$ cat src/rtl/lcd_spi_tx.sv
`default_nettype none
// +--------------------------------------------------------------------------+
// | lcd_spi_tx : 9-bit {DC,byte} word to 4-wire SPI LCD serialiser, mode 0.  |
// | Optional: LCD_SPI_TX_CS_TOGGLE_EN pulses CS_n high between words.        |
// | Rev 1.0                                                                  |
// +--------------------------------------------------------------------------+
module lcd_spi_tx #(
  parameter int unsigned CLK_DIV = 2,
  parameter int unsigned CS_IDLE = 4
) (
  input  logic       clk,
  input  logic       rst,
  output logic       in_ready,
  input  logic       in_valid,
  input  logic [8:0] in_data,
  output logic       lcd_sclk,
  output logic       lcd_mosi,
  output logic       lcd_cs_n,
  output logic       lcd_dc
);

  typedef enum logic [1:0] {
    ST_IDLE  = 2'd0,
    ST_SETUP = 2'd1,
    ST_SHIFT = 2'd2,
    ST_TAIL  = 2'd3
  } state_t;

  localparam logic [7:0] DIV_LAST  = 8'(CLK_DIV - 1);
  localparam logic [7:0] IDLE_LAST = 8'(CS_IDLE - 1);

  state_t      state_q;
  logic [7:0]  div_cnt_q;
  logic [7:0]  idle_cnt_q;
  logic [2:0]  bit_cnt_q;
  logic [7:0]  shift_q;
  logic        ready_q;
  logic        sclk_q;
  logic        mosi_q;
  logic        cs_n_q;
  logic        dc_q;
  logic        accept;

  // ready_q is only ever set in IDLE or TAIL, so an accept implies one of those states
  assign accept = ready_q & in_valid;

  always_ff @(posedge clk or negedge rst) begin
    if (!rst) begin
      state_q    <= ST_IDLE;
      ready_q    <= 1'b0;
      sclk_q     <= 1'b0;
      mosi_q     <= 1'b0;
      cs_n_q     <= 1'b1;
      dc_q       <= 1'b0;
      shift_q    <= 8'd0;
      div_cnt_q  <= 8'd0;
      idle_cnt_q <= 8'd0;
      bit_cnt_q  <= 3'd0;
    end else if (accept) begin
      state_q    <= ST_SETUP;
      ready_q    <= 1'b0;
      sclk_q     <= 1'b0;
      cs_n_q     <= 1'b0;
      dc_q       <= in_data[8];
      shift_q    <= in_data[7:0];
      mosi_q     <= in_data[7];
      div_cnt_q  <= 8'd0;
      idle_cnt_q <= 8'd0;
      bit_cnt_q  <= 3'd0;
    end else begin
      case (state_q)
        ST_IDLE: begin
          ready_q <= 1'b1;
          cs_n_q  <= 1'b1;
          sclk_q  <= 1'b0;
        end
        ST_SETUP: begin
          if (div_cnt_q == DIV_LAST) begin
            div_cnt_q <= 8'd0;
            sclk_q    <= 1'b1;
            state_q   <= ST_SHIFT;
          end else begin
            div_cnt_q <= div_cnt_q + 8'd1;
          end
        end
        ST_SHIFT: begin
          if (div_cnt_q == DIV_LAST) begin
            div_cnt_q <= 8'd0;
            if (!sclk_q) begin
              sclk_q <= 1'b1;
            end else if (bit_cnt_q == 3'd7) begin
              // last high phase ends straight into TAIL, no trailing low phase
              sclk_q     <= 1'b0;
              state_q    <= ST_TAIL;
              idle_cnt_q <= 8'd0;
`ifdef LCD_SPI_TX_CS_TOGGLE_EN
              ready_q    <= 1'b0;
              cs_n_q     <= 1'b1;
`else
              ready_q    <= 1'b1;
`endif
            end else begin
              sclk_q    <= 1'b0;
              bit_cnt_q <= bit_cnt_q + 3'd1;
              shift_q   <= {shift_q[6:0], 1'b0};
              mosi_q    <= shift_q[6];
            end
          end else begin
            div_cnt_q <= div_cnt_q + 8'd1;
          end
        end
        ST_TAIL: begin
          if (idle_cnt_q == IDLE_LAST) begin
            state_q <= ST_IDLE;
            cs_n_q  <= 1'b1;
            ready_q <= 1'b1;
          end else begin
            idle_cnt_q <= idle_cnt_q + 8'd1;
`ifdef LCD_SPI_TX_CS_TOGGLE_EN
            if (!ready_q) begin
              if (div_cnt_q == DIV_LAST) begin
                ready_q <= 1'b1;
                cs_n_q  <= ~in_valid;
              end else begin
                div_cnt_q <= div_cnt_q + 8'd1;
              end
            end
`endif
          end
        end
        default: begin
          state_q <= ST_IDLE;
        end
      endcase
    end
  end

  assign in_ready = ready_q;
  assign lcd_sclk = sclk_q;
  assign lcd_mosi = mosi_q;
  assign lcd_cs_n = cs_n_q;
  assign lcd_dc   = dc_q;

endmodule
`default_nettype wire
$ cat config.mk
export PLATFORM = sky130hd
export DESIGN_NAME = lcd_spi_tx
export DESIGN_NICKNAME = d
export VERILOG_FILES = /design/src/rtl/lcd_spi_tx.sv
export SDC_FILE = /design/constraint.sdc
export NUM_CORES = 1
export LEC_CHECK = 0
export CAP_MARGIN = 0
export CORE_MARGIN = 2
export CORE_UTILIZATION = 30
export CTS_BUF_LIST = sky130_fd_sc_hd__clkbuf_8
export DETAILED_ROUTE_END_ITERATION = 12
export HOLD_SLACK_MARGIN = 0.02
export SLEW_MARGIN = 40
export SYNTH_ARGS = -nofsm -noshare
export SYNTH_HDL_FRONTEND = slang
export SYNTH_SLANG_ARGS = --single-unit
$ cat constraint.sdc
create_clock -name clk -period 2.5 [get_ports clk]
set_input_delay 0.5 -clock clk [delete_from_list [all_inputs] [get_ports clk]]
set_output_delay 0.5 -clock clk [all_outputs]
set_load 0.01 [all_outputs]
# Word-level counts from Yosys, hierarchy flattened
# Index checks and enable logic that the tools add are counted.
[word_totals] reg_bits=33 latchBits=0 mem_bits_rw=0 rom_bits=0 out_inout_bits=5 elab_cells=88 n_memories=0
[classes] add_sub_neg=3 mul=0 div_mod_pow=0 order_cmp=0 n_eq_ne=13 n_shift=0 muxes=44 bitwise_logic=1 n_reduce_logical=17
[op_table] operator="two-way mux 8 bit" n=8
[op_table] operator="two-way mux 7 bit" n=5
[op_table] operator="inequality test 3 bit, second input constant" n=6
[op_table] operator="adder 8 x 1 -> 8 bit, second input constant" n=2
[op_table] operator="case mux 8 bit (2 select lines)" n=1
[op_table] operator="two-way mux 1 bit" n=15
[op_table] operator="two-way mux 3 bit" n=5
[op_table] operator="two-way mux 2 bit" n=6
[op_table] operator="nonzero test 4 bit" n=3
[op_table] operator="AND reduction 5 bit" n=2
[op_table] operator="== test 8 x 1 -> 1 bit, second input constant" n=1
[op_table] operator="== test 8 x 2 -> 1 bit, second input constant" n=1
[op_table] operator="nonzero test 2 bit" n=4
[op_table] operator="case mux 1 bit (3 select lines)" n=2
[op_table] operator="case mux 2 bit (3 select lines)" n=1
[op_table] operator="AND reduction 6 bit" n=1
[op_table] operator="nonzero test 3 bit" n=2
[op_table] operator="== test 2 bit, second input constant" n=2
[op_table] operator="AND reduction 4 bit" n=1
[op_table] operator="adder 3 x 1 -> 3 bit, second input constant" n=1
[op_table] operator="== test 3 bit, second input constant" n=1
[op_table] operator="AND reduction 3 bit" n=1
[op_table] operator="== test 2 x 1 -> 1 bit, second input constant" n=1
[op_table] operator="logical NOT 2 bit" n=1
[op_table] operator="5 further kinds" n=5

# Logic depth before layout (Yosys ltp)
# Gate-level depths: netlist of run 1.
[depth] depth_word=6 ltp_mapped=7

# Least setup slack after synthesis of run 1
# Ideal clock, no wire load.
[synth_path] path_type="register -> register" start="register div_cnt_q[1]" end="register shift_q[1]" setup_ps=132 t_arrival_ps=1890 slack_ps=478 path_stages_with_launch=8 path_buffers=1 period_less_slack_ps=2022 path_cell_list="dfrtp_1 inv_1 ha_1 or3b_2 or4_4 buf_6 mux2i_1 o21ai_1"
[synth_between] elab_chain_len=3
[synth_rtl] element="start, declared" line_no="33" rtl="logic [7:0] div_cnt_q;"
[synth_rtl] element="start signal, assigned" line_no="83" rtl="div_cnt_q <= div_cnt_q + 8'd1;"
[synth_rtl] element="start signal, assigned" line_no="109" rtl="div_cnt_q <= div_cnt_q + 8'd1;"
[synth_rtl] element="== test 8 x 1 -> 1 bit" line_no="87" rtl="if (div_cnt_q == DIV_LAST) begin"
[synth_rtl] element="nonzero test 2 bit (no line)"
[synth_rtl] element="AND reduction 4 bit (no line)"
[synth_rtl] element="end signal, assigned" line_no="65" rtl="shift_q <= in_data[7:0];"
[synth_rtl] element="end signal, assigned" line_no="105" rtl="shift_q <= {shift_q[6:0], 1'b0};"
[synth_rtl] element="end, declared" line_no="36" rtl="logic [7:0] shift_q;"
# Every way passes these cells.
# A chain may end at the register's enable or synchronous reset.

# Worst setup path in the final report of run 1
[layout_path] start="register div_cnt_q[1]" end="register shift_q[4]"
# The elaborated chain is that of the path after synthesis.

==> results of run 1 <==
[final cells by class]
cell class,instances,area [um2]
flip-flops and latches,33,827
inverters,7,26.3
well taps,77,96.3
clock inverters,3,22.5
fillers,643,3960
repair buffers,26,235
multi-input cells,152,1040
clock buffers,5,68.8
[power by group through the flow]
stage                     clock network, mW  registers, mW  logic [mW]
after floorplan                           0          0.818       0.712
final                                 0.409          0.825        1.08
after global placement                    0          0.834        1.07
after detailed placement                  0          0.835        1.07
after global routing                  0.441          0.848        1.21
after CTS                             0.416          0.826        1.07
[sequential cells by signal, summed over array words and instances (netlist names)]
signal	count
div_cnt_q	8
lcd_dc	1
bit_cnt_q	3
state_q	2
lcd_sclk	1
lcd_cs_n	1
in_ready	1
lcd_mosi	1
shift_q	7
idle_cnt_q	8
[per-layer routing]
metal	global-route usage	wire, um	vias to the layer above
met1	0.170	2090	791
met3	0.0265	173	4
li1	-	-	797
met5	0	0	-
met2	0.194	1890	39
met4	0.0484	61	0
[cells in the final DEF, fill, tap and decap left out, types with 2 or more instances in the layout]
| cell | n |
|---|---|
| nor3b_1 | 2 |
| nor4_1 | 4 |
| a21bo_2 | 2 |
| a21oi_1 | 5 |
| or3_1 | 2 |
| nand3_1 | 8 |
| or4_4 | 2 |
| mux2_2 | 3 |
| o21ai_1 | 7 |
| clkdlybuf4s50_1 | 16 |
| o211ai_1 | 3 |
| a31oi_1 | 3 |
| nor2_1 | 18 |
| xor2_1 | 3 |
| nand4_1 | 5 |
| clkbuf_8 | 5 |
| a22oi_1 | 3 |
| or4_1 | 2 |
| ha_1 | 10 |
| a211o_1 | 2 |
| a221o_1 | 4 |
| inv_1 | 7 |
| nand2_1 | 22 |
| buf_4 | 10 |
| clkinvlp_4 | 3 |
| mux2i_1 | 9 |
| dfrtp_1 | 32 |
| nor3_1 | 3 |
| o21ai_0 | 8 |
| and4_1 | 2 |
[Yosys cell counts (3+ instances only)]
| library cell | number | area (um2) |
|---|---|---|
| a21oi_1 | 5 | 25.0 |
| a221o_1 | 4 | 40.0 |
| a22oi_1 | 3 | 22.5 |
| a31oi_1 | 3 | 18.8 |
| clkbuf_1 | 5 | 18.8 |
| dfrtp_1 | 32 | 801 |
| ha_1 | 10 | 125 |
| inv_1 | 7 | 26.3 |
| mux2_2 | 3 | 33.8 |
| mux2i_1 | 9 | 90.1 |
| nand2_1 | 22 | 82.6 |
| nand3_1 | 8 | 40.0 |
| nand4_1 | 5 | 31.3 |
| nor2_1 | 18 | 67.6 |
| nor3_1 | 3 | 15.0 |
| nor4_1 | 4 | 25.0 |
| o211ai_1 | 3 | 22.5 |
| o21ai_0 | 8 | 40.0 |
| o21ai_1 | 7 | 35.0 |
| xor2_1 | 3 | 26.3 |
[worst paths after layout]
check                           endpoint         start  cells after the start
hold / removal                    lcd_dc        lcd_dc                      2
setup / recovery              shift_q[4]  div_cnt_q[1]                      6
hold reg to reg                   lcd_dc        lcd_dc                      2
setup reg to reg              shift_q[4]  div_cnt_q[1]                      6
max in group asynchronous       lcd_cs_n           rst                      2
min in group asynchronous  idle_cnt_q[7]           rst                      2
[cells by family (layout without fill, tap and decap cells)]
logic type      after synthesis  after routing  synth area share
mux                          12             12            0.0642
buf+inv                      15             41            0.0331
fa+ha+maj                    10             10            0.0648
xor+xnor                      3              3            0.0136
simple gates                 77             77             0.209
compound gates               50             50             0.187
flops                        33             33             0.428
[critical path, stage by stage, from the launching register on]
cell	delay [ps]
dfrtp_1	430
inv_1	70
ha_1	140
or3b_2	470
or4_4	620
mux2i_1	200
o21ai_1	80
[through the flow]
stage | power, mW | setup WS [ps]
global placement | 1.90 | 336
CTS | 2.32 | 374
global route | 2.49 | 212
floorplan | 1.53 | 478
detailed placement | 1.90 | 270
finish | 2.31 | 383
==> results.txt, run 1 <==
----------------------------------------------------
[Place]
  Cells after DPL ... between 200 and 300
  RePlAce Congestion ... between 0.8 and 0.9
  Placed standard-cell area ... 2220 um2
  DP Wirelength ... 2.88 mm
  Count of input and output buffers ... 16

[Layout]
  Post-layout instance area ... 2320 um2
  Count of non-filler cells in the finished layout ... roughly 300
  Share of final-layout standard cells stronger than drive strength 1 ... 0.133
  Number of nets at the end of the flow ... 247
  Post-Route Utilization ... 0.369
  Antenna cell count ... 0
  Area growth syn-to-layout ... 20.0%

[Timing]
  Final total negative setup slack ... 0 ps
  Achievable frequency ... ~470 MHz
  Relative max-transition margin ... 0.713
  Clock skew after layout ... ~8.5 ps
  Pin slew with the least headroom to its limit ... about 430 ps
  Count of pins over their slew limit ... 0
  Post-route fraction of the period consumed by the critical path ... 0.847
  Time the worst path needs with I/O delays and setup ... 2120 ps
  Number of hold violations in the final report ... 0
  RSZ-0062 raised after global routing ... no
  Number of setup violations in the final report ... 0
  Worst hold slack ... roughly 480 ps

[Worst setup path]
  Data arrival time of the worst path ... 2300 ps
  Critical path class ... reg2reg
  Startpoint type of the worst setup path ... flip-flop
  Endpoint kind of the worst setup timing path ... flip-flop
  Largest fanout on the critical path ... 11
  Setup slack of the worst register-to-register path ... ~380 ps
  Required time worst endpoint ... 2680 ps

[Drt]
  Routed vias/inst ... approximately 5.4
  Routed Antenna Nets ... 0
  Overall via count from detail_route ... 1,631
  Detailed Route Iter0 Violations ... between 60 and 70
  Total length of routed wires ... between 4 and 5 mm
  DRC viols ... 0
  Routed wire per std cell ... between 10 and 15 um
  Pre-Repair DR Iteration Count ... 4

[Power and ir drop]
  Fraction of power consumed by sequential logic ... 0.357
  Leakage component of the power ... about 1.1 nW
  Design internal power ... 1.38 mW
  Portion of total power attributed to the clock network ... 0.177
  Comb power frac ... 0.466
  Peak supply drop ... ~0.45 mV
  Sw Share ... 0.404
  Total power density per cell area ... around 1000 nW/um2
  Power dissipated by switching net loads ... 934 uW

[Yosys]
  Warnings from Yosys ... 0
  Post-Syn Area ... slightly below 2000 um2
  Primary flip-flop cell chosen by synthesis mapping ... dfrtp_1
  Number of enable-type register cells in the synthesized netlist ... 0
  Cells after Synth ... 200
  Net Count, Synth ... approximately 220
  Number of storage elements in the synthesis netlist ... 33
  Fraction of the yosys area taken by sequential cells ... 0.428
  Average cell area after synthesis ... about 9.7 um2
  Synth unique cells ... 50
  Ys async rst share ... 1.00

[Die]
  Chip Height ... about 84 um
  Area of the core ... between 6000 and 7000 um2
  Overall die area ... a little over 7000 um2
  Row count ... 29
  Horizontal die dimension ... approximately 84 um
  Starting density of the core ... 0.308
  Number of I/O pins ... 17

[Run]
  Maximum Capacitance Violations ... 0

[Clock tree]
  Clock sink count ... 33
  Cell at the root of the clock tree ... clkbuf_8
  Clk_lat worst skew ... about 290 ps
  Count of cells resized by post-cts repair ... 0
  Count of H-tree levels built during CTS ... 2
  Clock buffer count from CTS ... 5
  Buffer count from post-CTS setup fixing ... 0
  Clock tree from TritonCTS ... done
  Number of buffers inserted by hold repair at cts ... 0
  Clock transition at the register clock pins on the worst setup and hold paths after CTS ... approximately 80 ps
  Clock Tree Buf Depth ... 2

[Global routing]
  Total overflow reported by the global router ... 0
  Wire length of the first global-routing pass ... between 7 and 8 mm
  Number of global-route vias before repair ... about 1,600
  Initial antenna violation count ... 0
  GRT Overall Usage ... 0.125
  Maximum number of pins on one net before global-route repair ... 34

[Worst hold path]
  Hold crit path type ... reg2reg

[Status]
  Run status ... completed

----------------------------------------------------
Power figures use the tool's default switching activity.
==> inputs of run 2 (changes only) <==
Clock period 2.5 ns to 1.9 ns, I/O delays scaled along.
==> results.txt, run 2 (synthesized netlist as in run 1, its figures left out) <==
----------------------------------------------------
[Status]
  Run status ... finished with violations
  Violations in the final reports ... setup timing

[Layout]
  Area growth syn-to-layout ... 35.5%
  Share of final-layout standard cells stronger than drive strength 1 ... 0.267 (+0.135)
  Most frequent standard cell in the layout excluding fill and tap cells ... buf_4
  Count of fill cells added during filler insertion ... 591 (-8.1%)
  Number of nets at the end of the flow ... 279 (+13%)
  Most frequent cells in the layout ... 41 x buf_4, 32 x dfrtp_1, 22 x nand2_1
  Antenna cell count ... 0 (unchanged)
  Largest registers ... div_cnt_q (8), idle_cnt_q (8), shift_q (7)

[Worst setup path]
  Cells along the critical path ... inv_1 > ha_1 > or3b_4 > or4_4 > mux2i_1 > o21ai_1
  Endpoint kind of the worst setup timing path ... flip-flop
  Required time worst endpoint ... 2070 ps (-610 ps)
  CP max-delay cell ... or4_4
  Startpoint type of the worst setup path ... flip-flop
  Family with the most delay on the worst path ... simple AND/OR/NAND/NOR gates
  Setup slack of the worst register-to-register path ... -60 ps (-440 ps)
  Critical path class ... reg2reg
  Data arrival time of the worst path ... 2130 ps (-170 ps)
  Largest fanout on the critical path ... 6 (-5)
  Largest stage delay on the critical path ... 580 ps (-40 ps)
  Worst path buffer plus inverter count ... 1 (unchanged)

[Place]
  Pre-CTS setup slack ... -131 ps (-400 ps)
  RePlAce Congestion ... 0.778 (-8.6%)
  Count of input and output buffers ... 16 (unchanged)
  DP Wirelength ... 3.35 mm (+16%)

[Run]
  Maximum Capacitance Violations ... 0 (unchanged)

[Global routing]
  Total overflow reported by the global router ... 0 (unchanged)
  GRT Overall Usage ... 0.141 (+0.0161)
  Initial antenna violation count ... 0 (unchanged)
  Number of global-route vias before repair ... 1,781 (+14%)
  Maximum number of pins on one net before global-route repair ... 34 (unchanged)
  Wire length of the first global-routing pass ... 8.08 mm (+11%)

[Drt]
  Detailed Route Iter0 Violations ... 109 (+58%)
  Routed vias/inst ... 5.25 (-2.5%)
  Routed Antenna Nets ... 0 (unchanged)
  DRC viols ... 0 (unchanged)
  Routed wire per std cell ... 13.8 um (-0.66%)
  Total length of routed wires ... 4.63 mm (+9.8%)
  Overall via count from detail_route ... 1,759 (+7.8%)
  Pre-Repair DR Iteration Count ... 4 (unchanged)

[Timing]
  Relative max-transition margin ... 0.712 (about the same)
  Post-route fraction of the period consumed by the critical path ... 1.03 (+0.184)
  Number of hold violations in the final report ... 0 (unchanged)
  Post-route worst setup slack ... -59.2 ps (-442 ps)
  Clock skew after layout ... 4.98 ps (-3.47 ps)
  Pin slew with the least headroom to its limit ... 428 ps (-2.50 ps)
  RSZ-0062 raised after global routing ... yes
  Number of setup violations in the final report ... 10 (+10)
  Count of pins over their slew limit ... 0 (unchanged)
  Achievable frequency ... 510 MHz (+8.1%)
  Time the worst path needs with I/O delays and setup ... 1960 ps (-158 ps)

[Clock tree]
  Count of H-tree levels built during CTS ... 2 (unchanged)
  Clock buffer count from CTS ... 5 (unchanged)
  Clock transition at the register clock pins on the worst setup and hold paths after CTS ... 70 ps (about the same)
  Clk_lat worst skew ... 290 ps (about the same)
  Clock tree from TritonCTS ... done
  Number of buffers inserted by hold repair at cts ... 0 (unchanged)
  Clock Tree Buf Depth ... 2 (unchanged)
  Clock sink count ... 33 (unchanged)
  Cell at the root of the clock tree ... clkbuf_8

[Power and ir drop]
  Leakage component of the power ... 1.25 nW (+17%)
  Overall power consumption ... 3.40 mW (+47%)
  Peak supply drop ... 0.550 mV (+22%)
  Total power density per cell area ... 1300 nW/um2 (+31%)

[Die]
  Chip Height ... 84.2 um (unchanged)
  Row count ... 29 (unchanged)
  Starting density of the core ... 0.308 (unchanged)
  Overall die area ... 7090 um2 (unchanged)
  Number of I/O pins ... 17 (unchanged)
  Area of the core ... 6280 um2 (unchanged)
  Horizontal die dimension ... 84.2 um (unchanged)

[Worst hold path]
  Hold crit path type ... reg2reg

----------------------------------------------------
-- run 2: area by class of cell --
class	count	area, um2	share of cell area
multi-input cells	153	1100	0.419
flip-flops and latches	33	827	0.316
repair buffers	57	468	0.179
clock buffers	7	96.3	0.0368
well taps	77	96.3	0.0368
inverters	7	26.3	0.0100
clock inverters	1	5.00	0.00191
-- run 2: path summary, 6_finish.rpt --
kind                         startpoint    endpoint  cells past startpoint
max                        div_cnt_q[1]  shift_q[2]                      6
min                              lcd_dc      lcd_dc                      2
min in group asynchronous           rst  state_q[1]                      2
min reg2reg                      lcd_dc      lcd_dc                      2
max in group asynchronous           rst    lcd_cs_n                      2
max reg2reg                div_cnt_q[1]  shift_q[2]                      6
-- run 2: where the power goes --
| part | switching (mW) | internal [mW] |
|---|---|---|
| clock | 0.255 | 0.327 |
| combinational | 0.903 | 0.878 |
| sequential | 0.131 | 0.911 |
| total | 1.29 | 2.12 |
-- run 2: worst register-to-register path, delay by kind of cell (launching register included) --
| kind | cells | cell delay [ps] |
|---|---|---|
| DFF | 1 | 380 |
| and+or+nand+nor | 2 | 980 |
| buffers and inverters | 1 | 60 |
| muxes | 1 | 210 |
| adders and majority gates | 1 | 140 |
| AOI/OAI and AO/OA | 1 | 70 |
-- run 2: per-stage QoR --
stage          cell area, um2  setup TNS, ps   util  std cells  hold slack, ps
2_1_floorplan            1950           -567      -        200            84.4
3_3_place_gp             2460           -923  0.391        324             457
3_5_place_dp             2460          -1490  0.391        324             463
4_1_cts                  2590           -307  0.413        335             479
5_1_grt                  2620          -1910  0.417        335             532
6_report                 2620           -313  0.417        335             477
-- run 2: layer usage --
metal	vias to the layer above	global-route usage	routed length, um	part of all wire
met3	7	0.0226	231	0.050
met4	0	0.0704	76	0.016
met2	43	0.231	2200	0.48
met1	842	0.180	2120	0.46
li1	867	-	-	-
met5	-	0	0	0
-- run 2: timing repair --
action / in CTS / in global routing
cloned: 1 / 0
buffers inserted: 2 / 0
resized for setup: 2 / 6
setup endpoints to repair: 12 / 19
pin swaps: 3 / 2
